$ cat src/rtl/pipe_stage_reg.sv
// Y86 inter-stage pipeline register with stall/bubble control, saturating
// stall/bubble performance counters and a sticky stall+bubble conflict flag.
module pipe_stage_reg #(
  parameter int WORD_W = 32,
  parameter int N_VALS = 4,
  parameter int CODE_W = 4,
  parameter int REG_W  = 4,
  parameter int STAT_W = 3,
  parameter logic [CODE_W-1:0] NOP_ICODE = 4'h1,
  parameter logic [REG_W-1:0]  RNONE     = 4'hF,
  parameter logic [STAT_W-1:0] STAT_AOK  = 3'd1,
  parameter int CNT_W  = 16
) (
  input  logic                     clk,
  input  logic                     rst,
  input  logic                     stall_i,
  input  logic                     bubble_i,
  input  logic                     cnt_clr_i,
  input  logic [CODE_W-1:0]        in_icode,
  input  logic [CODE_W-1:0]        in_ifun,
  input  logic [STAT_W-1:0]        in_stat,
  input  logic [N_VALS*WORD_W-1:0] in_vals,
  input  logic [REG_W-1:0]         in_dstE,
  input  logic [REG_W-1:0]         in_dstM,
  output logic [CODE_W-1:0]        out_icode,
  output logic [CODE_W-1:0]        out_ifun,
  output logic [STAT_W-1:0]        out_stat,
  output logic [N_VALS*WORD_W-1:0] out_vals,
  output logic [REG_W-1:0]         out_dstE,
  output logic [REG_W-1:0]         out_dstM,
  output logic                     out_valid,
  output logic [CNT_W-1:0]         stall_cnt,
  output logic [CNT_W-1:0]         bubble_cnt,
  output logic                     conflict_o
);

  localparam logic [CNT_W-1:0] CNT_MAX = '1;

  logic [CODE_W-1:0]        icode_q, icode_d;
  logic [CODE_W-1:0]        ifun_q, ifun_d;
  logic [STAT_W-1:0]        stat_q, stat_d;
  logic [N_VALS*WORD_W-1:0] vals_q, vals_d;
  logic [REG_W-1:0]         dstE_q, dstE_d;
  logic [REG_W-1:0]         dstM_q, dstM_d;
  logic                     valid_q, valid_d;
  logic [CNT_W-1:0]         stallCnt_q, stallCnt_d;
  logic [CNT_W-1:0]         bubbleCnt_q, bubbleCnt_d;
  logic                     conflict_q, conflict_d;

  // Stall dominates bubble; a bubble clears the payload so no stale data leaks.
  always_comb begin
    icode_d = icode_q;
    ifun_d  = ifun_q;
    stat_d  = stat_q;
    vals_d  = vals_q;
    dstE_d  = dstE_q;
    dstM_d  = dstM_q;
    valid_d = valid_q;
    if (!stall_i) begin
      if (bubble_i) begin
        icode_d = NOP_ICODE;
        ifun_d  = '0;
        stat_d  = STAT_AOK;
        vals_d  = '0;
        dstE_d  = RNONE;
        dstM_d  = RNONE;
        valid_d = 1'b0;
      end else begin
        icode_d = in_icode;
        ifun_d  = in_ifun;
        stat_d  = in_stat;
        vals_d  = in_vals;
        dstE_d  = in_dstE;
        dstM_d  = in_dstM;
        valid_d = 1'b1;
      end
    end
  end

  // Counters saturate at all-ones; a clear overrides any same-cycle increment.
  always_comb begin
    stallCnt_d  = stallCnt_q;
    bubbleCnt_d = bubbleCnt_q;
    if (cnt_clr_i) begin
      stallCnt_d  = '0;
      bubbleCnt_d = '0;
    end else begin
      if (stall_i && (stallCnt_q != CNT_MAX))
        stallCnt_d = stallCnt_q + 1'b1;
      if (bubble_i && !stall_i && (bubbleCnt_q != CNT_MAX))
        bubbleCnt_d = bubbleCnt_q + 1'b1;
    end
    conflict_d = conflict_q | (stall_i & bubble_i);
  end

  always_ff @(posedge clk or negedge rst) begin
    if (!rst) begin
      icode_q     <= NOP_ICODE;
      ifun_q      <= '0;
      stat_q      <= STAT_AOK;
      vals_q      <= '0;
      dstE_q      <= RNONE;
      dstM_q      <= RNONE;
      valid_q     <= 1'b0;
      stallCnt_q  <= '0;
      bubbleCnt_q <= '0;
      conflict_q  <= 1'b0;
    end else begin
      icode_q     <= icode_d;
      ifun_q      <= ifun_d;
      stat_q      <= stat_d;
      vals_q      <= vals_d;
      dstE_q      <= dstE_d;
      dstM_q      <= dstM_d;
      valid_q     <= valid_d;
      stallCnt_q  <= stallCnt_d;
      bubbleCnt_q <= bubbleCnt_d;
      conflict_q  <= conflict_d;
    end
  end

  assign out_icode  = icode_q;
  assign out_ifun   = ifun_q;
  assign out_stat   = stat_q;
  assign out_vals   = vals_q;
  assign out_dstE   = dstE_q;
  assign out_dstM   = dstM_q;
  assign out_valid  = valid_q;
  assign stall_cnt  = stallCnt_q;
  assign bubble_cnt = bubbleCnt_q;
  assign conflict_o = conflict_q;

endmodule

$ cat config.mk
export PLATFORM = sky130hd
export DESIGN_NAME = pipe_stage_reg
export DESIGN_NICKNAME = d
export VERILOG_FILES = /design/src/rtl/pipe_stage_reg.sv
export SDC_FILE = /design/constraint.sdc
export NUM_CORES = 1
export LEC_CHECK = 0
export ABC_AREA = 1
export BUFFER_PORTS_ARGS = -buffer_cell sky130_fd_sc_hd__buf_2
export CAP_MARGIN = 20
export CORE_AREA = 2 2 128 130
export DETAILED_ROUTE_END_ITERATION = 7
export DIE_AREA = 0 0 130 132
export PLACE_DENSITY = 0.81
export SLEW_MARGIN = 20
export SYNTH_ARGS = -nofsm -noshare
export SYNTH_HDL_FRONTEND = slang
export SYNTH_SLANG_ARGS = --single-unit
$ cat constraint.sdc
create_clock -name clk -period 2.07 [get_ports clk]
set_input_delay 0.1035 -clock clk [delete_from_list [all_inputs] [get_ports clk]]
set_output_delay 0.1035 -clock clk [all_outputs]
set_load 0.01 [all_outputs]
==> results.cfg, run 1 <==
[place]
dp_hpwl_mm = 14.7
portBuffers = 332
place_congestion = 0.862
dp_cells = 1157

[routing]
dr.pass1.iters = 5
wl_per_cell_um = 19.3
num_vias = 7271
first_iter_violations = 523
totalWireLength_mm = 25.9
drc_errors = 0
via_per_inst = 5.43
postRouteAntennaNets = 0

[worst_hold_path]
hold_depth = 4
hp-class = in -> reg

[synthesis]
synth.yosys.seq_area_share_pct = 62.3
synth_seq_cells = 181
yosys-top-cells-area = dfrtp_1 59%, a22o_1 16%, nand2_1 6.4%
syn_nets = 793
yosysWarnings = 0
synth-main-ff-cell = dfrtp_1
synth_cells = 639
netlist.area_leader.share_pct = 58.7
synth_edf_count = 0
synth_area_per_cell_um2 = 11.4
async_flop_share_pct = 100
synth_top_cell_by_area = dfrtp_1
synth_cell_types = 27
syn_area_um2 = 7290

[sta]
final-hold-violation-count = 0
final_max_slew_viol_count = 0
finalCritPeriodShare_pct = 84.3
setup_viol = 0
setup_tns_ns = 0
worst_slew_pin_slew_ns = 0.806
slew_headroom_pct = 46.3
fmax_mhz = 573
finalCriticalPeriod_ns = 1.74
rsz0062_at_grt = false
skew_ns = 0.00859

[critical_path]
critPathRequiredTime_ns = 2.43
timing.rr.start = bubble_cnt[1]$_DFFE_PN0P_
rrSetupSlack_ns = 0.33
critPathLaunchType = register
r2r_end = bubble_cnt[12]$_DFFE_PN0P_
end_kind = register
critPathMaxFanout = 16
cp-startpoint = bubble_cnt[1]$_DFFE_PN0P_
r2r_cells = 9
cp-endpoint = bubble_cnt[12]$_DFFE_PN0P_
crit_type = reg -> reg
critical_path_arrival_ns = 2.10

[job]
maxCapViolations = 0

[clock_network]
cts_inserted_buffers = 17
postCtsSetupRepairBufs = 0
cts-root-buf = clkbuf_16
clk_pin_slew_worst_paths_ns = 0.07
cts_sinks = 181
cts-resized-gates = 0
ctsHoldBuffers = 150
ctsHtreeMaxLevel = 4
insertion_delay_ns = 0.42
cts_tree = built
clk_path_buf_depth = 2

[grt]
grt_first_pass_wirelength_mm = 40.0
grt_pass1_vias = 7496
grtUsageTotal_pct = 30.4
antenna_found_initial = 0
grt_max_degree = 78
gr-total-overflow = 0

[finish]
multi_input_area_um2 = 2450
syn_to_final_growth_pct = 55.4
layout.cells.non_filler = 1340
drive_gt1_share_pct = 35.4
fill_cells = 1014
finish.utilization_pct = 72.1
final_nets = 1264
seq_area_um2 = 4540

[pwr]
p_comb_share_pct = 14.8
p_leak_nw = 6.02
ir_drop_mv = 0.540
power.share.switching_pct = 25.5
total_power_mw = 8.73
p_sw_mw = 2.23
seqPwrFrac_pct = 45.1
power_density_nw_per_um2 = 770
p_clk_share_pct = 40.1
internal_power_mw = 6.50

[outcome]
status = finished clean

[floorplan]
die-area_um2 = 17200
initial_core_util_pct = 46.4
die_h_um = 132
coreArea_um2 = 15700
fp.dieW_um = 130
io_pins = 333
rows = 46
## power by group through the flow
stage / Clock, mW / Sequential, mW / Combinational (mW)
after global routing: 3.67 / 3.95 / 1.37
after floorplan: 0 / 4.08 / 0.328
after global placement: 0 / 3.96 / 0.989
final: 3.50 / 3.94 / 1.29
after detailed placement: 0 / 3.96 / 1.02
after CTS: 3.54 / 3.91 / 1.24
## area by class of cell
cell class,instances,share of cell area [%]
multi-input cells,385,21.6
diodes,1,0.0221
clock inverters,13,1.71
flip-flops and latches,181,40.1
clock buffers,19,3.91
repair buffers,490,29.1
inverters,35,1.16
well taps,216,2.38
## state kept, by name (all words and copies together), names as in the netlist
register    cells
bubble_cnt     16
out_dstM        4
out_valid       1
out_icode       4
out_vals      128
conflict_o      1
out_dstE        4
out_stat        3
stall_cnt      16
out_ifun        4
## cells by family after synthesis
| family | Yosys count | synth area share (%) |
|---|---|---|
| buffers and inverters | 73 | 4.19 |
| AOI/OAI and AO/OA | 157 | 18.4 |
| xor gates and xnor gates | 11 | 1.32 |
| adders and majority gates | 2 | 0.343 |
| and+or+nand+nor | 215 | 13.5 |
| DFF | 181 | 62.3 |
## worst min path at each step
stage	startpoint	end	slack, ns
after CTS	cnt_clr_i	stall_cnt[3]$_DFFE_PN0P_	0.11
after global placement	rst	bubble_cnt[9]$_DFFE_PN0P_	0.13
after detailed placement	rst	bubble_cnt[9]$_DFFE_PN0P_	0.14
final	cnt_clr_i	bubble_cnt[10]$_DFFE_PN0P_	0.13
after floorplan	rst	bubble_cnt[0]$_DFFE_PN0P_	-0.19
after global routing	stall_i	out_vals[114]$_DFFE_PN0N_	0.14
## metrics by stage
stage | setup WS [ns] | hold WS, ns | area [um2]
after floorplan | 0.521 | -0.192 | 7290
after global placement | 0.412 | 0.131 | 9190
after detailed placement | 0.339 | 0.137 | 9190
after CTS | 0.324 | 0.115 | 11300
after global routing | 0.142 | 0.137 | 11300
final | 0.326 | 0.131 | 11300
## cells in the mapped netlist, types with 2 or more instances
master    instances
nand2_2           3
inv_2             2
nand4_1          17
nor2_4            8
o21ai_0           4
dfrtp_1         171
nor2_1           29
o21ai_1           5
dfstp_2          10
buf_6             2
nand2_1         125
buf_1             5
buf_2            13
a22o_1          137
o22a_1           10
clkbuf_1         18
inv_1            33
nand3b_1          2
ha_1              2
nand3_1          27
xor2_1           10
## cells in the final DEF (no fill, tap or decap), drive strengths merged
cell / n
dfrtp: 171
nor2: 39
nand3: 27
inv: 39
buf: 339
diode: 1
nor3: 2
clkinv: 5
nand3b: 2
xor2: 10
dlygate4sd3: 150
dfstp: 10
nand4: 17
bufinv: 4
o21ai: 9
a22o: 137
o22a: 10
clkbuf: 20
o21bai: 1
xnor2: 1
ha: 2
nand2: 128
## layer usage
layer,vias up,routed length (um),global-route usage [%]
met5,-,0,0
met4,0,1620,19.6
met3,115,1850,7.43
met2,447,13000,50.7
met1,3521,9410,34.4
li1,3188,-,-
## critical path: stages, from the launching register on
cell and delay (ns):
dfrtp_1 0.42, ha_1 0.25, nand2_2 0.09, nor2_4 0.15, nand2_2 0.10, nor2_4 0.13, nor2_4 0.10, nor2_4 0.27
nand2_1 0.08, nand2_1 0.08
(Power assumes the default switching activity.)
==> run 2: changes to the inputs <==
--- a/config.mk
+++ b/config.mk
@@ -8,10 +8,10 @@
 export ABC_AREA = 1
 export BUFFER_PORTS_ARGS = -buffer_cell sky130_fd_sc_hd__buf_2
 export CAP_MARGIN = 20
-export CORE_AREA = 2 2 128 130
+export CORE_MARGIN = 1.5
+export CORE_UTILIZATION = 42
 export DETAILED_ROUTE_END_ITERATION = 7
-export DIE_AREA = 0 0 130 132
-export PLACE_DENSITY = 0.81
+export PLACE_DENSITY = 0.78
 export SLEW_MARGIN = 20
 export SYNTH_ARGS = -nofsm -noshare
 export SYNTH_HDL_FRONTEND = slang
==> constraint.sdc (replaced) <==
create_clock -name clk -period 1.5 [get_ports clk]
set_input_delay 0.075 -clock clk [delete_from_list [all_inputs] [get_ports clk]]
set_output_delay 0.075 -clock clk [all_outputs]
set_load 0.01 [all_outputs]
==> run 2 against run 1 <==
The flow now finishes with violations (negative setup slack). Setup slack got worse by 0.40 ns. First-iteration DRC count decreased by 39%. Count of clock-buffer cells in the layout shrank 1. Largest power group unchanged.
==> results.cfg, run 2 (synthesis gave the netlist of run 1 again) <==
[outcome]
status = complete, but fails checks
violations = negative setup slack

[critical_path]
critPathLaunchType = register
crit_type = reg -> reg
critPathRequiredTime_ns = 1.87
crit_slowest_cell = dfrtp_1
path_cells = ha_2, nand2_2, nor2_4, nand2_2, nor2_4, buf_4, nor3_4, buf_12, nand2_1, nand2_1
crit_path_max_incr_delay_ns = 0.39
end_kind = register
timing.rr.start = stall_cnt[1]$_DFFE_PN0P_
crit_family = simple AND/OR/NAND/NOR gates
cp-startpoint = stall_cnt[1]$_DFFE_PN0P_
critical_path_arrival_ns = 1.94
critPathBufInv = 2
critPathMaxFanout = 9

[sta]
worst_slew_pin_slew_ns = 0.526
rsz0062_at_grt = true
final-hold-violation-count = 0
skew_ns = 0.00778
final_max_slew_viol_count = 0
slew_headroom_pct = 64.9
setup_viol = 22
setup_ws_ns = -0.0736
finalCriticalPeriod_ns = 1.57
fmax_mhz = 635
finalCritPeriodShare_pct = 105

[finish]
final_cell_mix = 329 x buf_2, 171 x dfrtp_1, 151 x dlygate4sd3_1
final_nets = 1321
largest_register_ffs = 128
mostFrequentLayoutCell = buf_2
syn_to_final_growth_pct = 63.9
drive_gt1_share_pct = 40.8
fill_cells = 1134

[floorplan]
io_pins = 333
coreArea_um2 = 16800
fp.dieW_um = 135
rows = 47
die-area_um2 = 18200
die_h_um = 135
initial_core_util_pct = 43.5

[pwr]
p_comb_share_pct = 15.8
seqPwrFrac_pct = 45.9
power.share.switching_pct = 27.1
ir_drop_mv = 0.856
power_density_nw_per_um2 = 987
total_power_mw = 11.8
p_sw_mw = 3.20
p_clk_share_pct = 38.3
internal_power_mw = 8.59
p_leak_nw = 6.40

[grt]
grtUsageTotal_pct = 28.5
antenna_found_initial = 1
grt_max_degree = 106
gr-total-overflow = 0
grt_first_pass_wirelength_mm = 39.7
grt_pass1_vias = 7412

[routing]
postRouteAntennaNets = 0
wl_per_cell_um = 18.5
drc_errors = 0
num_vias = 7464
via_per_inst = 5.32
dr.pass1.iters = 5
first_iter_violations = 321
totalWireLength_mm = 26.0

[place]
portBuffers = 332
place_ws_ns = -0.116
place_congestion = 0.867
dp_hpwl_mm = 15.7

[clock_network]
cts-root-buf = clkbuf_16
clk_path_buf_depth = 2
cts_tree = built
cts_inserted_buffers = 17
cts_sinks = 181
insertion_delay_ns = 0.43
clk_pin_slew_worst_paths_ns = 0.07
ctsHtreeMaxLevel = 4

[job]
maxCapViolations = 0

[worst_hold_path]
hp-class = in -> reg
min_from = stall_i
==> run 2: changes by cell type in the layout (fill, tap and decap cells not counted), sizes merged <==
cell,previous run,this run
buf,339,393
inv,39,42
dlygate4sd3,150,151
bufinv,4,1
clkinvlp,0,2
nor2,39,40
clkinv,5,4
diode,1,3
==> run 2: power by group through the flow <==
stage          sequential [mW]  clock [mW]  combinational (mW)
2_1_floorplan             5.62           0               0.455
3_5_place_dp              5.46           0                1.46
5_1_grt                   5.44        4.78                1.99
4_1_cts                   5.38        4.59                1.78
6_report                  5.41        4.51                1.87
3_3_place_gp              5.46           0                1.42
==> run 2: final cells by class <==
type | instances | area, um2 | area share, %
Tap cell | 220 | 275 | 2.30
Inverter | 35 | 131 | 1.10
Antenna cell | 3 | 7.51 | 0.0628
Multi-Input combinational cell | 386 | 2590 | 21.7
Clock buffer | 18 | 439 | 3.67
Clock inverter | 14 | 163 | 1.36
Sequential cell | 181 | 4540 | 38.0
Timing Repair Buffer | 546 | 3810 | 31.8
==> run 2: tightest hold or removal path, cell delays in order <==
cell,delay [ns]
buf_4,0.17
nor2_4,0.06
a22o_1,0.17
==> run 2: routing by layer <==
metal	global-route usage [%]	vias up	share of wire, %
met4	15.7	0	5.3
met1	34.5	3668	38
met5	0	-	0
li1	-	3313	-
met2	47.9	399	50
met3	5.82	84	7.1
==> run 2: final timing paths <==
path	endpoint	slack, ns	cells after the start
max	stall_cnt[10]$_DFFE_PN0P_	-0.07	10
min	out_vals[102]$_DFFE_PN0N_	0.08	3
max reg2reg	stall_cnt[10]$_DFFE_PN0P_	-0.07	10
min reg2reg	out_valid$_DFFE_PN0N_	0.48	2
max in group asynchronous	out_stat[0]$_DFFE_PN1N_	0.77	3
min in group asynchronous	stall_cnt[13]$_DFFE_PN0P_	0.14	2
==> run 2: metrics by stage <==
step	area, um2	std cells	TNS (ns)	utilization, %	hold slack, ns
floorplan	7300	639	-0.469	-	-0.221
global placement	9590	1207	-0.289	57.2	0.0509
detailed placement	9590	1207	-0.888	57.2	0.0523
CTS	11700	1393	0	70.1	0.0640
global route	11900	1401	-2.50	71.3	0.0869
finish	12000	1403	-0.824	71.3	0.0770
==> run 2: what timing repair did <==
action | 4_1_cts | 5_1_grt
endpoints found under the setup margin | 26 | 33
cloned | 1 | 1
hold endpoints to repair | 325 | 0
hold buffers | 151 | 0
pin swaps | 5 | 18
resized for setup | 2 | 35
buffers inserted | 2 | 7
==> run 3: changes to the inputs <==
--- a/config.mk
+++ b/config.mk
@@ -8,10 +8,10 @@
 export ABC_AREA = 1
 export BUFFER_PORTS_ARGS = -buffer_cell sky130_fd_sc_hd__buf_2
 export CAP_MARGIN = 20
-export CORE_MARGIN = 1.5
-export CORE_UTILIZATION = 42
+export CORE_AREA = 2 2 130 132
 export DETAILED_ROUTE_END_ITERATION = 7
-export PLACE_DENSITY = 0.78
+export DIE_AREA = 0 0 132 134
+export PLACE_DENSITY = 0.79
 export SLEW_MARGIN = 20
 export SYNTH_ARGS = -nofsm -noshare
 export SYNTH_HDL_FRONTEND = slang
==> constraint.sdc (replaced) <==
create_clock -name clk -period 1.86 [get_ports clk]
set_input_delay 0.093 -clock clk [delete_from_list [all_inputs] [get_ports clk]]
set_output_delay 0.093 -clock clk [all_outputs]
set_load 0.01 [all_outputs]
==> run 3 against run 2 <==
The flow now finishes without violations. Sequential power down 19%. Register-to-register slack better by 0.17 ns. Maximum frequency down 11%. Final cell count down 3.8%. Sequential share of layout area up 2.0 points. Power down 19%. Routed wire length down 1.2%.
==> results.cfg, run 3 (synthesis gave the netlist of run 1 again) <==
[finish]
largest_register_ffs = 128
final_nets = 1271
final_area_um2 = 11400
syn_to_final_growth_pct = 55.8
layout.cells.non_filler = 1350
final_cell_mix = 330 x buf_2, 170 x dfrtp_1, 149 x dlygate4sd3_1
mostFrequentLayoutCell = buf_2
drive_gt1_share_pct = 36.1
n_antenna_cell = 0

[routing]
drc_errors = 0
dr.pass1.iters = 5
via_per_inst = 5.34
first_iter_violations = 458
totalWireLength_mm = 25.7
postRouteAntennaNets = 0
num_vias = 7203
wl_per_cell_um = 19.0

[critical_path]
timing.rr.start = bubble_cnt[0]$_DFFE_PN0P_
cp-startpoint = bubble_cnt[0]$_DFFE_PN0P_
critPathRequiredTime_ns = 2.16
critPathMaxFanout = 17
cp-endpoint = bubble_cnt[12]$_DFFE_PN0P_
r2r_end = bubble_cnt[12]$_DFFE_PN0P_
path_cells = ha_1, nand2_2, nor2_4, nand2_2, nor2_4, nor2_4, nor2_4, nand2_1, nand2_1
crit_type = reg -> reg
rrSetupSlack_ns = 0.09
critical_path_arrival_ns = 2.07
r2r_cells = 9
end_kind = register
cp_common_cell = nor2_4
crit_slowest_cell = dfrtp_1
critPathLaunchType = register
crit_path_max_incr_delay_ns = 0.42

[outcome]
status = finished clean

[sta]
setup_tns_ns = 0
fmax_mhz = 566
setup_viol = 0
final_max_slew_viol_count = 0
rsz0062_at_grt = false
slew_headroom_pct = 47.7
finalCritPeriodShare_pct = 95.0
finalCriticalPeriod_ns = 1.77
final-hold-violation-count = 0
worst_slew_pin_slew_ns = 0.785
skew_ns = 0.0147
setup_ws_ns = 0.0922

[grt]
grt_pass1_vias = 7323
grt_max_degree = 82
grt_first_pass_wirelength_mm = 39.7
antenna_found_initial = 0
gr-total-overflow = 0
grtUsageTotal_pct = 28.7

[clock_network]
clk_pin_slew_worst_paths_ns = 0.08
clk_path_buf_depth = 2
cts-root-buf = clkbuf_16
cts_tree = built
insertion_delay_ns = 0.42
cts_sinks = 181
postCtsSetupRepairBufs = 0
ctsHtreeMaxLevel = 4
cts_inserted_buffers = 17

[floorplan]
die_h_um = 134
rows = 47
coreArea_um2 = 16300
io_pins = 333
die-area_um2 = 17700
initial_core_util_pct = 44.8
fp.dieW_um = 132

[pwr]
ir_drop_mv = 0.658
p_leak_nw = 6.04
total_power_mw = 9.50
power_density_nw_per_um2 = 836

[place]
dp_cells = 1168
placed_area_um2 = 9250
portBuffers = 332
dp_hpwl_mm = 15.1
place_congestion = 0.842
place_ws_ns = 0.148

[worst_hold_path]
hp-class = in -> reg

[job]
maxCapViolations = 0
-- run 3: changes by cell type in the layout (fill, tap and decap cells not counted), moves of 3 or more --
cell,before,now
nand2_2,20,3
nand2_4,6,0
nand2_1,102,125
diode_2,3,0
buf_12,10,5
buf_4,53,11
-- run 3: worst min path at each step --
stage	from	endpoint	slack (ns)	depth (start not counted)
6_report	stall_i	out_icode[3]$_DFFE_PN0N_	0.12	3
5_1_grt	stall_i	out_vals[2]$_DFFE_PN0N_	0.12	3
4_1_cts	stall_i	out_icode[3]$_DFFE_PN0N_	0.10	3
3_5_place_dp	rst	stall_cnt[14]$_DFFE_PN0P_	0.15	1
3_3_place_gp	rst	stall_cnt[14]$_DFFE_PN0P_	0.14	1
2_1_floorplan	rst	bubble_cnt[0]$_DFFE_PN0P_	-0.20	0
-- run 3: what timing repair did --
action	4_1_cts	5_1_grt
hold buffers	149	0
setup endpoints to repair	0	7
hold endpoints to repair	200	0
resized for setup	0	2
-- run 3: area by class of cell --
| type | count | area [um2] |
|---|---|---|
| clock buffers | 17 | 425 |
| clock inverters | 15 | 184 |
| fillers | 1115 | 4930 |
| inverters | 35 | 131 |
| multi-input cells | 386 | 2460 |
| flip-flops and latches | 181 | 4540 |
| well taps | 220 | 275 |
| repair buffers | 496 | 3340 |
-- run 3: layer usage --
layer	part of all wire (%)	GRT usage (%)	vias up	wire length, um
met1	39	34.6	3485	9960
li1	-	-	3211	-
met4	6.3	16.9	0	1610
met5	0	0	-	0
met3	6.8	6.46	102	1740
met2	48	47.5	405	12400
-- run 3: through the flow --
step / utilization (%) / hold WS (ns)
5_1_grt: 69.8 / 0.121
4_1_cts: 69.7 / 0.103
3_5_place_dp: 56.8 / 0.153
3_3_place_gp: 56.8 / 0.144
6_report: 69.8 / 0.124
2_1_floorplan: - / -0.203
-- run 3: critical path: cells and delay by family, from the launching register on --
kind | cells | cell delay, ns
AND/OR/NAND/NOR | 8 | 0.94
flip-flops | 1 | 0.42
adder cells (fa/ha/maj) | 1 | 0.27
-- run 3: power by group --
group	internal (mW)	total (mW)	leakage, nW	switching (mW)
logic	0.725	1.44	3.39	0.716
clock network	1.95	3.69	0.301	1.75
registers	4.20	4.37	2.35	0.168
total	6.87	9.50	6.04	2.63
